File: config.mk
export PLATFORM = sky130hd
export DESIGN_NAME = red_accum
export DESIGN_NICKNAME = d
export VERILOG_FILES = /design/src/rtl/red_pkg.sv /design/src/rtl/sat_add16.sv /design/src/rtl/red_accum.sv
export SDC_FILE = /design/constraint.sdc
export NUM_CORES = 1
export LEC_CHECK = 0
export ABC_AREA = 1
export CORE_MARGIN = 3
export CORE_UTILIZATION = 39
export DETAILED_ROUTE_END_ITERATION = 10
export PLACE_DENSITY_LB_ADDON = 0.12
export REMOVE_ABC_BUFFERS = 1
export SETUP_SLACK_MARGIN = 0.2
export SLEW_MARGIN = 5
export SYNTH_ARGS = -nofsm -noshare
export SYNTH_HDL_FRONTEND = slang
export SYNTH_SLANG_ARGS = --single-unit
File: constraint.sdc
create_clock -name clk -period 6 [get_ports clk]
set_input_delay 0.6 -clock clk [delete_from_list [all_inputs] [get_ports clk]]
set_output_delay 0.6 -clock clk [all_outputs]
set_load 0.005 [all_outputs]
File: src/rtl/red_pkg.sv
// Shared types and saturation rails for the RED accumulator path.
package red_pkg;

    typedef enum logic [1:0] {
        IDLE  = 2'd0,
        ACCUM = 2'd1,
        DONE  = 2'd2
    } state_t;

    localparam logic [15:0] SAT_MAX = 16'h7FFF;
    localparam logic [15:0] SAT_MIN = 16'h8000;

endpackage

File: src/rtl/sat_add16.sv
// Combinational 16-bit signed adder that clamps to the 16-bit rails and flags clamping.
module sat_add16
    import red_pkg::*;
(
    input  logic [15:0] a_i,
    input  logic [15:0] b_i,
    output logic [15:0] sum_o,
    output logic        sat_o
);

    logic signed [16:0] raw;

    always_comb begin
        raw   = $signed({a_i[15], a_i}) + $signed({b_i[15], b_i});
        sum_o = raw[15:0];
        sat_o = 1'b0;
        // Bits 16 and 15 disagree only when the true sum left the 16-bit range.
        if (raw[16] != raw[15]) begin
            sat_o = 1'b1;
            sum_o = raw[16] ? SAT_MIN : SAT_MAX;
        end
    end

endmodule

File: src/rtl/red_accum.sv
// Streaming saturating accumulator over a programmed number of RED results,
// presenting the total and a sticky overflow flag through a valid/ready output.
module red_accum
    import red_pkg::*;
#(
    parameter int LEN_W = 8
) (
    input  logic             clk,
    input  logic             rst,
    input  logic             start,
    input  logic [LEN_W-1:0] len,
    input  logic             in_valid,
    output logic             in_ready,
    input  logic [15:0]      in_data,
    output logic             out_valid,
    input  logic             out_ready,
    output logic [15:0]      out_sum,
    output logic             out_ovf,
    output logic             busy
);

    state_t           state_q, state_d;
    logic [15:0]      acc_q, acc_d;
    logic             ovf_q, ovf_d;
    logic [LEN_W-1:0] cnt_q, cnt_d;

    logic [15:0]      add_sum;
    logic             add_sat;

    sat_add16 u_add (
        .a_i   (acc_q),
        .b_i   (in_data),
        .sum_o (add_sum),
        .sat_o (add_sat)
    );

    always_ff @(posedge clk) begin
        if (rst) begin
            state_q <= IDLE;
            acc_q   <= '0;
            ovf_q   <= 1'b0;
            cnt_q   <= '0;
        end else begin
            state_q <= state_d;
            acc_q   <= acc_d;
            ovf_q   <= ovf_d;
            cnt_q   <= cnt_d;
        end
    end

    always_comb begin
        state_d = state_q;
        acc_d   = acc_q;
        ovf_d   = ovf_q;
        cnt_d   = cnt_q;
        case (state_q)
            IDLE: begin
                if (start) begin
                    acc_d   = '0;
                    ovf_d   = 1'b0;
                    cnt_d   = len;
                    state_d = (len != '0) ? ACCUM : DONE;
                end
            end
            ACCUM: begin
                if (in_valid) begin
                    acc_d = add_sum;
                    ovf_d = ovf_q | add_sat;
                    cnt_d = cnt_q - LEN_W'(1);
                    if (cnt_q == LEN_W'(1)) begin
                        state_d = DONE;
                    end
                end
            end
            DONE: begin
                if (out_ready) begin
                    state_d = IDLE;
                end
            end
            default: state_d = IDLE;
        endcase
    end

    // Handshake outputs decode the registered state only, so no input feeds them combinationally.
    assign in_ready  = (state_q == ACCUM);
    assign out_valid = (state_q == DONE);
    assign busy      = (state_q != IDLE);
    assign out_sum   = acc_q;
    assign out_ovf   = ovf_q;

endmodule

# Yosys cells after proc, flatten, opt, wreduce, memory -nomap -nowiden

Cells that the tools add are included.

Register bits: 27
Input port bits: 29
Output and inout port bits: 20
Word-level logic and storage cells: 39

Add/subtract/negate cells: 2
Equality and inequality tests: 8
Muxes and demuxes: 18
Bitwise operators: 1
Reduce and logical (&&, ||, !) cells: 6

Operators with widths:

| operator                                          | number |
|---|---|
| 2-to-1 mux 16 bit                                 | 4 |
| one-hot mux 16 bit (2 select lines)               | 1 |
| adder 16 x 16 -> 17 bit                           | 1 |
| 2-to-1 mux 8 bit                                  | 2 |
| one-hot mux 8 bit (2 select lines)                | 1 |
| 2-to-1 mux 2 bit                                  | 5 |
| == test 8 x 1 -> 1 bit (second input constant)    | 1 |
| nonzero test 8 bit                                | 1 |
| subtractor 8 x 1 -> 8 bit (second input constant) | 1 |
| one-hot mux 2 bit (3 select lines)                | 1 |
| != test 2 x 1 -> 1 bit (second input constant)    | 2 |
| != test 2 bit (second input constant)             | 2 |
| AND reduction 4 bit                               | 1 |
| nonzero test 2 bit                                | 2 |
| 2-to-1 mux 1 bit                                  | 3 |
| AND reduction 3 bit                               | 1 |
| == test 2 x 1 -> 1 bit (second input constant)    | 1 |
| == test 2 bit (second input constant)             | 1 |
| zero test 2 bit                                   | 1 |
| one-hot mux 1 bit (2 select lines)                | 1 |
| != test 1 bit                                     | 1 |
| OR 1 bit                                          | 1 |

# Longest topological paths before layout

Gate-level depths: netlist (run 1).

Depth in word-level cells: 6
Depth in mapped cells: 15
Mapped depth without buffers: 14

# Cells and area by module

From an unflattened synthesis (run 1), not the netlist that was laid out.

Cell total of the unflattened synthesis: 387
Area total of the unflattened synthesis: 2488.6 um^2

By module, submodules not included:

| module    | times used | cells each | area an instance (um^2) | seq. area each (um^2) |
|---|---|---|---|---|
| red_accum | 1          | 193        | 1335.0                  | 540.5 |
| sat_add16 | 1          | 194        | 1153.6                  | 0.0 |

# Worst setup path before layout (run 1)

OpenSTA, ideal clock, no wires.

Kind: in2reg
Start point: input port in_data[0]
End point: register acc_q[10], in the netlist out_sum[10]
Library setup time: 0.070 ns
Data arrival time: 2.284 ns
Data required time: 5.930 ns
Slack: 3.646 ns
Stages on the path: 14
Buffers on the path: 1
Cell sequence: ha_1 fa_1 nand2_1 nand2_1 nand3_1 nand2_1 nand2_2 nand2_2 nand2_1 nand2_4 a21oi_4 buf_6 nand2_1 a21oi_2

Word-level cells in the longest chain between the ends: 5
Elaborated cells on any way between the ends: 6
Classes of those cells: add/sub (1); eq/ne (1); mux (4)

Ends and longest elaborated chain:

| item                                               | RTL line                         | source |
|---|---|---|
| start, declared                                    | red_accum.sv:14                  | `input logic [15:0] in_data,` |
| adder 16 x 16 -> 17 bit *                          | sat_add16.sv:14                  | `raw = $signed({a_i[15], a_i}) + $signed({b_i[15], b_i});` |
| 2-to-1 mux 16 bit or != test 1 bit (tied branches) | sat_add16.sv:20, sat_add16.sv:18 |  |
| 2-to-1 mux 16 bit *                                | sat_add16.sv:18                  | `if (raw[16] != raw[15]) begin` |
| 2-to-1 mux 16 bit *                                | red_accum.sv:66                  | `if (in_valid) begin` |
| one-hot mux 16 bit (2 select lines) *              | red_accum.sv:56                  | `case (state_q)` |
| end signal, assigned                               | red_accum.sv:40                  | `acc_q <= '0;` |
| end signal, assigned                               | red_accum.sv:45                  | `acc_q <= acc_d;` |
| end, declared                                      | red_accum.sv:23                  | `logic [15:0] acc_q, acc_d;` |

Every way passes the cells marked *; elsewhere a longest branch is shown, timed or not. The select of a mux whose other input is x is not followed.
A chain may end at the register's enable or synchronous reset.

# Final worst setup path (run 1)

Start point: input port in_data[0]
End point: register acc_q[8], in the netlist out_sum[8]

Same word-level chain as after synthesis.

==> results of run 1 <==
==> cell type report <==
type | instances | area, um^2 | area share (%)
timing repair buffer | 50 | 495.5 | 16.72
clock buffer | 3 | 41.29 | 1.394
clock inverter | 1 | 7.507 | 0.2534
inverter | 49 | 183.9 | 6.208
multi-input combinational | 287 | 1604 | 54.14
tap | 72 | 90.09 | 3.041
sequential | 27 | 540.5 | 18.24
==> Yosys cell counts (all sizes together), types with 2 or more instances <==
| master | count | area (um^2) |
|---|---|---|
| a21oi | 33 | 236.5 |
| a31oi | 3 | 18.77 |
| buf | 5 | 43.79 |
| clkbuf | 2 | 7.510 |
| dfxtp | 27 | 540.5 |
| ha | 18 | 225.2 |
| inv | 49 | 183.9 |
| nand2 | 137 | 556.8 |
| nand3 | 31 | 160.1 |
| nand3b | 3 | 22.52 |
| nor2 | 23 | 88.84 |
| nor3 | 5 | 35.03 |
| o211ai | 3 | 22.52 |
| o21ai | 7 | 35.03 |
| o21bai | 4 | 30.03 |
| o22ai | 2 | 12.51 |
| xnor2 | 9 | 78.83 |
| xor2 | 3 | 26.28 |
==> flip-flops by register name (all words and copies together) (netlist names) <==
signal / flops
out_sum: 16
cnt_q: 8
out_ovf: 1
state_q: 2
==> cells by family (layout without fill, tap and decap cells) <==
| kind of cell | count (synthesis) | after routing | synth area share (%) |
|---|---|---|---|
| AND/OR/NAND/NOR | 202 | 202 | 37.07 |
| flip-flops | 27 | 27 | 22.71 |
| XOR/XNOR | 12 | 12 | 4.417 |
| buffers and inverters | 56 | 103 | 9.885 |
| AO/OA/AOI/OAI | 54 | 54 | 15.62 |
| adder cells (fa/ha/maj) | 19 | 19 | 10.31 |
==> cell usage in the layout (no fill, tap or decap), types with 11 or more instances in the layout <==
cell,count
nand2_1,124
clkdlybuf4s50_1,48
inv_1,46
nand3_1,30
dfxtp_1,27
nor2_1,22
a21oi_1,18
ha_1,18
a21oi_2,13
nand2_2,11
==> worst paths after layout <==
path | cells past startpoint | slack [ps] | end
max | 14 | 3210 | out_sum[8]$_SDFFE_PP0P_
min | 2 | 490 | out_ovf$_SDFFE_PP0P_
max reg2reg | 13 | 3600 | out_sum[8]$_SDFFE_PP0P_
min reg2reg | 2 | 490 | out_ovf$_SDFFE_PP0P_
==> per-stage QoR <==
stage	hold slack (ps)	instances	setup WS (ps)	utilization, %	cell area [um^2]
after floorplan	452.6	363	3638	-	2328
after global placement	466.0	485	2933	51.04	2914
after detailed placement	469.7	485	2890	51.04	2914
after CTS	495.9	489	3195	51.90	2963
after global routing	520.7	489	2997	51.90	2963
final	488.4	489	3208	51.90	2963
==> metal layers <==
metal	track usage, %	vias up	share of wire [%]
met4	5.702	0	1.1
li1	-	1281	-
met3	2.270	7	3.2
met5	0	-	0
met1	25.36	1090	53
met2	28.41	37	43
==> power by group through the flow <==
stage | registers [mW] | clock network (mW) | logic [mW]
final | 0.262 | 0.113 | 0.565
after CTS | 0.262 | 0.117 | 0.567
after floorplan | 0.259 | 0 | 0.389
after global routing | 0.269 | 0.124 | 0.641
after global placement | 0.265 | 0 | 0.561
after detailed placement | 0.265 | 0 | 0.563
==> worst register-to-register path: stages, from the launching register on <==
cell and delay, ps:
dfxtp_1 340, ha_1 210, fa_1 410, nand2_1 80, nand2_1 80, nand3_1 90
nand2_1 110, nand2_2 110, nand2_2 60, nand2_1 90, nand2_4 80, a21oi_4 420
nand2_1 140, a21oi_2 130
==> metrics.csv, run 1 <==
stage,metric,value,unit
place,place_hpwl,4.662,mm
cts,cts_sinks,27,
cts,clk_pin_slew_worst_paths,110,ps
critical_path,cpMaxStageDelayCell,a21oi_4,
logic_synthesis,synth-seq-area-share,22.71,%
critical_path,startpoint_type,input pin,
timing,finalHoldViolations,0,
grt,grt_max_degree,23,
power_and_ir_drop,cellLeakagePower,1.411,nW
place,numPortBuffers,48,
cts,clock_latency,280,ps
logic_synthesis,ys_warn_count,0,
route,drtAntennaViolNets,0,
cts,cts_tree,yes,
cts,numCtsBuffers,3,
die,row_count,27,
critical_path,endpoint_kind,register,
logic_synthesis,synth.avg_cell_area,6.432,um^2
cts,hold_buffers,0,
cts,cts-resized-gates,0,
logic_synthesis,syn_inst,370,
die,start_util,41.68,%
critical_path,crit_buf_inv,1,
route,via_count,2415,
power_and_ir_drop,power.share.clock,12.1,%
final_layout,fillers,589,
run,drv_cap,0,
outcome,status,completed,
grt,grt-ovfl-total,0,
final_layout,syn2layout_area_growth,24.50,%
die,floorplan.die_area,0.007075,mm^2
logic_synthesis,ys_ff_latch,27,
critical_path,worstPathRequired,6230,ps
power_and_ir_drop,power.internal,0.5054,mW
route,drt-total-wl,6.094,mm
timing,fin_setup_tns,0,ps
critical_path,crit_top_cell,nand2_1,
timing,min_period_over_period,46.54,%
route,drcViolationCount,0,
logic_synthesis,syn-cell-area,0.002380,mm^2
timing,tightest_slew,599.3,ps
grt,grt_pass1_wl,10.79,mm
route,drt-vias-per-instance,4.939,
grt,grtUsageTotal,18.00,%
grt,grt_pass1_vias,2421,
power_and_ir_drop,p_comb_share,60.1,%
route,drt_pass1_iterations,4,
critical_path,worstPathCellList,clkdlybuf4s50_1 > ha_1 > fa_1 > nand2_1 > nand2_1 > nand3_1 > nand2_1 > nand2_2 > nand2_2 > nand2_1 > nand2_4 > a21oi_4 > nand2_1 > a21oi_2,
final_layout,layout.nets,466,
critical_path,arrival,3020,ps
power_and_ir_drop,swShare,46.25,%
timing,slew_headroom,59.90,%
place,place.gp.congestion,0.8186,
timing,setup_viol,0,
logic_synthesis,ys_async_sr_fraction,0,%
min_path,worstHoldPathType,register to register,
logic_synthesis,synthFlopType,dfxtp_1,
critical_path,cp_max_fo,15,
power_and_ir_drop,power.switching,0.4349,mW
route,drt_iter0_drc,83,
cts,htree_levels,1,
die,dieHeight,84.12,um
die,core_region_area,0.005709,mm^2
timing,fin_skew,3.410,ps
cts,cts_setup_buffers,0,
final_layout,antenna_cells,0,
timing,rsz0062_at_grt,no,
die,die_x,84.12,um
critical_path,path_class,input pin to register,
power_and_ir_drop,seq_power_share,27.9,%
timing,max_freq,0.3581,GHz
final_layout,layout-drive-gt1-share,9.832,%
timing,drv_slew,0,
critical_path,r2r_start,out_sum[0]$_SDFFE_PP0P_,
logic_synthesis,synth.distinct_cells,33,
cts,cts-root-buf,clkbuf_8,
timing,timing.final.crit_period,2792,ps
critical_path,max_stage_delay,420,ps
critical_path,crit_start,in_data[0],
logic_synthesis,synth_edf_count,0,
grt,antenna_found_initial,0,
power_and_ir_drop,p_per_area,317.4,mW/mm^2
min_path,hold_start,out_ovf$_SDFFE_PP0P_,
cts,clock_path_buffers,2,
route,wl_per_cell,12.46,um
critical_path,crit_family,simple AND/OR/NAND/NOR gates,
die,ios,49,
power_and_ir_drop,ir_drop,0.0001918,V
power_and_ir_drop,power,0.9403,mW
Note: power is estimated with default switching activity, not from simulation.
==> inputs of run 2 (changes only) <==
==> constraint.sdc (replaced) <==
create_clock -name clk -period 2.3 [get_ports clk]
set_input_delay 0.23 -clock clk [delete_from_list [all_inputs] [get_ports clk]]
set_output_delay 0.23 -clock clk [all_outputs]
set_load 0.005 [all_outputs]
==> run 2 against run 1 <==
Cell count is 7.2% higher. Highest routed layer unchanged. Global-route usage up 1.4 points. First-iteration DRC count is 78% higher. Worst hold slack better by 7.3 ps. Non-clock buffer count up 35. Register-to-register slack got worse by 3500 ps. Sequential power rose to 2.7 times the previous value. Combinational power grew to 3.2 times the previous value. Critical endpoint is now out_sum[0]$_SDFFE_PP0P_.
==> metrics.csv, run 2 (same netlist as run 1, synthesis figures left out) <==
stage,metric,value,unit,change
die,floorplan.die_area,0.007075,mm^2,unchanged
critical_path,crit_family,simple AND/OR/NAND/NOR gates,,unchanged
cts,htree_levels,1,,unchanged
critical_path,cp_max_fo,8,,was 15
place,numPortBuffers,48,,unchanged
timing,setup_slack,137.9,ps,was 3208 ps
grt,grtUsageTotal,19.44,%,was 18.00%
cts,clock_latency,290,ps,was 280 ps
final_layout,seq_area,546.8,um^2,was 540.5 um^2
die,start_util,41.68,%,unchanged
route,drt-vias-per-instance,4.998,,was 4.939
route,via_count,2619,,"was 2,415"
min_path,worstHoldPathType,register to register,,unchanged
route,wl_per_cell,12.90,um,was 12.46 um
timing,max_freq,0.4625,GHz,
grt,grt_pass1_vias,2539,,"was 2,421"
critical_path,path_class,register to register,,was input pin to register
critical_path,startpoint_type,register,,was input pin
critical_path,crit_buf_inv,2,,was 1
outcome,status,completed,,unchanged
final_layout,layout-drive-gt1-share,24.34,%,was 9.832%
final_layout,multiInputGateArea,0.001803,mm^2,was 0.001604 mm^2
timing,tightest_slew,454.2,ps,was 599.3 ps
critical_path,endpoint_kind,register,,unchanged
place,place_hpwl,5.010,mm,was 4.662 mm
critical_path,max_stage_delay,370,ps,was 420 ps
power_and_ir_drop,ir_drop,0.0004476,V,was 0.0001918 V
timing,timing.final.crit_period,2162,ps,
cts,cts-root-buf,clkbuf_8,,unchanged
timing,fin_setup_tns,0,ps,unchanged
final_layout,layout.nets,501,,was 466
place,place.gp.congestion,0.8394,,was 0.8186
power_and_ir_drop,power,2.803,mW,was 0.9403 mW
timing,drv_slew,0,,unchanged
critical_path,arrival,2390,ps,was 3020 ps
final_layout,antenna_cells,0,,unchanged
die,dieHeight,84.12,um,unchanged
die,ios,49,,unchanged
final_layout,fillers,563,,was 589
route,drt_iter0_drc,148,,was 83
timing,slew_headroom,69.44,%,was 59.90%
critical_path,worstPathCellList,ha_4 > fa_2 > nand2_2 > nand2_2 > nand3_2 > nand2_2 > nand2_2 > nand2_2 > nand2_2 > nand2_4 > a21oi_4 > buf_6 > buf_12 > nand2_1 > a21oi_2,,was clkdlybuf4s50_1 > ha_1 > fa_1 > nand2_1 > nand2_1 > nand3_1 > nand2_1 > nand2_2 > nand2_2 > nand2_1 > nand2_4 > a21oi_4 > nand2_1 > a21oi_2
cts,clock_path_buffers,2,,unchanged
timing,finalHoldViolations,0,,unchanged
grt,grt_pass1_wl,11.50,mm,was 10.79 mm
final_layout,layout_common_cells,"nand2_1 (112), inv_1 (45), clkdlybuf4s50_1 (45)",,"was nand2_1 (124), clkdlybuf4s50_1 (48), inv_1 (46)"
grt,antenna_found_initial,0,,unchanged
min_path,hold_path_depth,2,,unchanged
cts,cts_tree,yes,,unchanged
route,drt_pass1_iterations,4,,unchanged
critical_path,cpMaxStageDelayCell,dfxtp_4,,was a21oi_4
power_and_ir_drop,p_per_area,805.9,mW/mm^2,was 317.4 mW/mm^2
timing,setup_viol,0,,unchanged
die,row_count,27,,unchanged
timing,fin_skew,9.843,ps,was 3.410 ps
power_and_ir_drop,cellLeakagePower,1.644,nW,was 1.411 nW
final_layout,largest_reg_flops,16,,unchanged
run,drv_cap,0,,unchanged
cts,clk_pin_slew_worst_paths,100,ps,was 110 ps
die,die_x,84.12,um,unchanged
critical_path,path_depth,15,,was 14
final_layout,finalNonFillerCells,524,,was 489
route,drtAntennaViolNets,0,,unchanged
die,core_region_area,0.005709,mm^2,unchanged
place,post-place-cells,513,,was 485
critical_path,crit_top_cell,nand2_2,,was nand2_1
critical_path,worstPathRequired,2520,ps,was 6230 ps
timing,min_period_over_period,94.01,%,
route,drt-total-wl,6.760,mm,was 6.094 mm
timing,rsz0062_at_grt,yes,,was no
critical_path,r2r_cells,15,,was 13
route,drcViolationCount,0,,unchanged
final_layout,syn2layout_area_growth,46.16,%,was 24.50%
grt,grt-ovfl-total,0,,unchanged
final_layout,mostFrequentLayoutCell,nand2_1,,unchanged
place,dp_slack,-215.2,ps,was 2890 ps
cts,numCtsBuffers,3,,unchanged
cts,cts_sinks,27,,unchanged
grt,grt_max_degree,17,,was 23
run 2: changes by cell type in the layout (fill, tap and decap cells not counted), moves of 2 or more:
cell / delta
nand2_2: +8
ha_4: +8
nand2_4: +4
clkdlybuf4s50_1: -3
a21oi_2: +6
buf_6: +2
dfxtp_1: -3
ha_2: +2
dfxtp_2: +2
nand2_1: -12
ha_1: -10
buf_4: +31
dlymetal6s2s_1: +3
a21oi_1: -6
run 2: where the power goes:
part / internal [mW] / switching [mW] / leakage, nW / total, mW
clock network: 0.124 / 0.182 / 0.0217 / 0.306
registers: 0.581 / 0.115 / 0.222 / 0.696
logic: 0.842 / 0.959 / 1.40 / 1.80
total: 1.55 / 1.26 / 1.64 / 2.80
run 2: tightest hold or removal path, delay by kind of cell, from the launching register on:
family / cells / cell delay, ps
AND/OR/NAND/NOR: 1 / 60
AO/OA/AOI/OAI: 1 / 50
flip-flops: 1 / 340
run 2: area by class of cell:
| class | instances | share of cell area [%] |
|---|---|---|
| clock buffers | 3 | 1.187 |
| well taps | 72 | 2.590 |
| clock inverters | 1 | 0.2158 |
| inverters | 49 | 5.288 |
| flip-flops and latches | 27 | 15.72 |
| multi-input cells | 287 | 51.83 |
| repair buffers | 85 | 23.17 |
run 2: layer usage:
metal  vias to the layer above  global-route usage (%)  part of all wire, %
li1                       1355                       -                    -
met1                      1207                   26.80                   49
met2                        50                   32.35                   46
met3                         7                   2.073                  3.9
met4                         0                   4.825                  1.3
met5                         -                       0                    0
run 2: what timing repair did:
item	CTS	global route
resized for setup	10	39
gates cloned	1	0
hold buffers	0	0
setup endpoints to repair	16	16
buffers inserted	2	4
pin swaps	0	10
run 2: worst paths after layout:
check                                         startpoint                        to  slack, ps
worst max-delay path             out_sum[0]$_SDFFE_PP0P_   out_sum[0]$_SDFFE_PP0P_        140
worst min-delay path            out_sum[15]$_SDFFE_PP0P_  out_sum[15]$_SDFFE_PP0P_        500
worst max register to register   out_sum[0]$_SDFFE_PP0P_   out_sum[0]$_SDFFE_PP0P_        140
worst min register to register  out_sum[15]$_SDFFE_PP0P_  out_sum[15]$_SDFFE_PP0P_        500
run 2: stage by stage:
step	utilization [%]	area, um^2	hold slack, ps
floorplan	-	2328	292.4
global placement	54.94	3137	474.0
detailed placement	54.94	3137	482.1
CTS	57.55	3286	498.4
global route	60.92	3478	535.8
finish	60.92	3478	495.7
